**src/rtl/jk_bank.sv**
```systemverilog
// WIDTH-bit JK register bank with hold/JK/load/up-down count modes; q updates one cycle after inputs are sampled.
// No backpressure; tc is combinational from q/up. Define JK_BANK_CHANGE_EN to add the registered per-bit change mask chg.
module jk_bank #(
  parameter int              WIDTH     = 8,
  parameter logic [WIDTH-1:0] RESET_VAL = '0
) (
  input  logic             clk,
  input  logic             reset,
  input  logic             clr,
  input  logic             en,
  input  logic [1:0]       mode,
  input  logic [WIDTH-1:0] j,
  input  logic [WIDTH-1:0] k,
  input  logic [WIDTH-1:0] d,
  input  logic             up,
  output logic [WIDTH-1:0] q,
  output logic             tc
`ifdef JK_BANK_CHANGE_EN
  ,
  output logic [WIDTH-1:0] chg
`endif
);

  typedef enum logic [1:0] {
    MODE_HOLD  = 2'b00,
    MODE_JK    = 2'b01,
    MODE_LOAD  = 2'b10,
    MODE_COUNT = 2'b11
  } mode_e;

  logic [WIDTH-1:0] cnt_tgl;
  logic [WIDTH-1:0] q_next;
  logic             carry;

  // Ripple toggle condition: bit i toggles when every lower bit is 1 (up) or 0 (down).
  always_comb begin
    cnt_tgl = '0;
    carry   = 1'b1;
    for (int i = 0; i < WIDTH; i++) begin
      cnt_tgl[i] = carry;
      carry      = carry & (up ? q[i] : ~q[i]);
    end
  end

  always_comb begin
    q_next = q;
    if (clr) begin
      q_next = RESET_VAL;
    end else if (en) begin
      case (mode_e'(mode))
        MODE_JK:    q_next = (j & ~q) | (~k & q);
        MODE_LOAD:  q_next = d;
        MODE_COUNT: q_next = q ^ cnt_tgl;
        default:    q_next = q;
      endcase
    end
  end

  always_ff @(posedge clk or posedge reset) begin
    if (reset) begin
      q <= RESET_VAL;
    end else begin
      q <= q_next;
    end
  end

`ifdef JK_BANK_CHANGE_EN
  always_ff @(posedge clk or posedge reset) begin
    if (reset) begin
      chg <= '0;
    end else begin
      chg <= q_next ^ q;
    end
  end
`endif

  assign tc = up ? (&q) : ~(|q);

endmodule

```
**config.mk**
```make
export PLATFORM = sky130hd
export DESIGN_NAME = jk_bank
export DESIGN_NICKNAME = d
export VERILOG_FILES = /design/src/rtl/jk_bank.sv
export SDC_FILE = /design/constraint.sdc
export NUM_CORES = 1
export LEC_CHECK = 0
export CAP_MARGIN = 20
export CORE_MARGIN = 10
export CORE_UTILIZATION = 43
export CTS_CLUSTER_DIAMETER = 80
export DETAILED_ROUTE_END_ITERATION = 6
export PLACE_DENSITY = 0.84
export SETUP_SLACK_MARGIN = 0.15
export SYNTH_ARGS = -nofsm -noshare
export SYNTH_HDL_FRONTEND = slang
export SYNTH_SLANG_ARGS = --single-unit
```
**constraint.sdc**
```tcl
create_clock -name clk -period 5.2 [get_ports clk]
set_input_delay 0.52 -clock clk [delete_from_list [all_inputs] [get_ports clk]]
set_output_delay 0.52 -clock clk [all_outputs]
set_load 0.03 [all_outputs]
```
==> flow_summary_export.csv <==
group,metric,value,unit
sta,fin_skew,0.00747,ns
pwr,ir_drop,0.000136,V
finish,layout.nets,173,
yosys,ys.flop_type,"dfrtp_1",
grt,track_usage,14.5,%
placed_design,place_congestion,0.817,
floorplanning,io_pins,40,
sta,min_period_over_period,58.2,%
clock_tree,ctsResizeCount,0,
yosys,yosysTopAreaCellShare,24.2,%
pwr,switching_share,37.5,%
sta,tns,0,ns
yosys,synthArstFlopShare,100,%
routing,first_iter_violations,67,
setup_path,cp_top_family,"buffers and inverters",
clock_tree,cts_tree,"yes",
floorplanning,die_w,63.9,µm
yosys,ys_seq_area_share,24.2,%
sta,hold_viol_final,0,
finish,multiInputGateArea,554,µm²
setup_path,slowest_stage,"clkdlybuf4s50_1",
floorplanning,dieArea,4080,µm²
sta,rsz0062_at_grt,"false",
clock_tree,cts_sinks,8,
setup_path,critical_path_buf_inv_count,2,
setup_path,cp_data_arrival_time,2.51,ns
finish,diodes,0,
setup_path,required,4.68,ns
grt,grt_overflow,0,
finish,area_growth,47.9,%
grt,grt_max_degree,12,
pwr,p_switching,89.3,µW
clock_tree,cts_root_buf,"clkbuf_4",
finish,final_area,1220,µm²
setup_path,cp_common_cell,"clkdlybuf4s50_1",
setup_path,startpoint_type,"primary input",
finish,max_flop_register,"q",
finish,ff_latch_area,200,µm²
sta,setup_viol,0,
routing,final_antenna_net_count,0,
finish,n_fill_cell,146,
floorplanning,row_count,15,
sta,finalCriticalPeriod,3.03,ns
routing,wl,2950,µm
pwr,pwr_density_cell,194,nW/µm²
finish,reg_top3,"q: 8 flops",
routing,routedWlPerCell,18.1,µm
finish,drive_gt1_share,5.07,%
yosys,synth_edf_count,0,
sta,final_max_slew_viol_count,0,
grt,grt_pass1_vias,944,
run,drv_cap,0,
pwr,p_int,149,µW
yosys,yosysUniqueCellTypes,44,
yosys,yosysTopAreaCell,"dfrtp_1",
yosys,syn_area,828,µm²
clock_tree,postCtsSetupRepairBufs,0,
clock_tree,numCtsBuffers,3,
clock_tree,ctsHoldBuffers,0,
clock_tree,clkTransAtPathRegs,0.06,ns
routing,num_vias,990,
floorplanning,start_util,46.5,%
setup_path,cp_cell_sequence,"clkdlybuf4s50_1 > and4_1 > nand4_1 > o21ai_1 > clkdlybuf4s50_1",
finish,largest_register_ffs,8,
setup_path,cp_slowest_stage_delay,0.71,ns
sta,max_freq,330,MHz
placed_design,hpwlAfterDp,2260,µm
grt,grt_pass1_wl,4830,µm
pwr,p_leak,0.483,nW
pwr,p_comb_share,44.5,%
routing,vias_per_cell,6.07,
floorplanning,die-height,63.9,µm
routing,firstDrtPassIters,4,
clock_tree,cts.path.max_buffers,2,
yosys,yosysWarnings,0,
sta,max_slew_margin,53.6,%
status,outcome,"finished clean",
setup_path,critical_path_class,"in -> out",
pwr,pwr-share-seq,34.3,%
setup_path,cp-end-kind,"primary output",
sta,tightest_slew,0.694,ns
yosys,synth-seq-cells,8,
placed_design,placed_area,1200,µm²
clock_tree,clk_latency,0.26,ns
placed_design,port-buffer-count,39,
yosys,syn_inst,105,
routing,drc,0,
grt,antenna_found_initial,0,
yosys,synthTopCellsByArea,"dfrtp_1, nand2_1, a21oi_1",
setup_path,cp_max_fo,9,
yosys,syn-num-nets,138,
yosys,postSynthAreaPerCell,7.89,µm²
floorplanning,core-area,1780,µm²
pwr,p_clk_share,21.2,%
hold_path,hold_path.class,"in -> async",
clock_tree,htreeDepth,1,
==> power groups by stage <==
stage / clock network (mW) / registers, mW / logic [mW]
finish: 0.0503 / 0.0817 / 0.106
global route: 0.0559 / 0.0827 / 0.115
CTS: 0.0506 / 0.0812 / 0.106
detailed placement: 0 / 0.0821 / 0.105
global placement: 0 / 0.0814 / 0.103
floorplan: 0 / 0.0840 / 0.0577
==> layout by cell type, fill, tap and decap left out, types with 3 or more instances in the layout <==
cell type	netlist	final
and3_1	4	4
dfrtp_1	8	8
nand2_1	10	10
a22oi_1	3	3
o21ai_0	3	3
nor2_1	5	5
nand3b_1	3	3
a21oi_1	6	6
nor3_1	4	4
o21ai_1	4	4
clkbuf_4	0	3
clkdlybuf4s50_1	0	39
a32o_1	3	3
inv_1	6	6
==> logic make-up after synthesis <==
logic type | share of synthesized area (%)
adders and majority gates | 3.02
muxes | 2.87
xor gates and xnor gates | 4.23
DFF | 24.2
AOI/OAI and AO/OA | 28.2
buffers and inverters | 8.91
and+or+nand+nor | 28.6
==> worst paths after layout <==
| kind | startpoint | to | slack (ns) | depth (start not counted) |
|---|---|---|---|---|
| worst max-delay path | up | tc | 2.17 | 5 |
| worst min-delay path | reset | q[7] | 0.53 | 2 |
| worst min register to register | q[6] | q[6] | 0.67 | 1 |
| min in group clk | q[6] | q[6] | 0.67 | 1 |
| max in group asynchronous | reset | q[3] | 4.40 | 2 |
| worst max register to register | q[0] | q[6] | 3.37 | 4 |
==> metal layers <==
layer	vias up	global-route usage, %	wire (µm)
met4	0	6.83	78
met2	50	23.5	1420
met3	8	3.31	173
met5	-	0	0
li1	463	-	-
met1	469	17.5	1290
==> cell usage after synthesis (all sizes together) (2+ instances only) <==
| cell | count |
|---|---|
| a21oi | 6 |
| a22oi | 3 |
| a31oi | 2 |
| a32o | 3 |
| and3 | 4 |
| buf | 7 |
| clkbuf | 2 |
| dfrtp | 8 |
| ha | 2 |
| inv | 7 |
| mux2i | 2 |
| nand2 | 10 |
| nand2b | 2 |
| nand3 | 2 |
| nand3b | 3 |
| nor2 | 5 |
| nor3 | 4 |
| nor4 | 2 |
| o2111ai | 2 |
| o211ai | 2 |
| o21ai | 7 |
| o311a | 2 |
| or2 | 2 |
| xnor2 | 2 |
| xor2 | 2 |
==> final cells by class <==
type / instances / area share (%)
Clock buffer: 3 / 1.84
Timing Repair Buffer: 39 / 31.9
Multi-Input combinational cell: 81 / 45.3
Sequential cell: 8 / 16.3
Tap cell: 25 / 2.55
Inverter: 7 / 2.15
==> metrics by stage <==
step	setup WS, ns	cells	utilization [%]	total power, mW	hold slack, ns
6_report	2.17	163	68.7	0.238	0.531
5_1_grt	2.07	163	68.7	0.253	0.551
2_1_floorplan	3.15	105	-	0.142	0.336
4_1_cts	2.20	163	68.7	0.238	0.530
3_3_place_gp	2.28	160	67.4	0.184	0.642
3_5_place_dp	2.22	160	67.4	0.188	0.651
(Power assumes the default switching activity.)
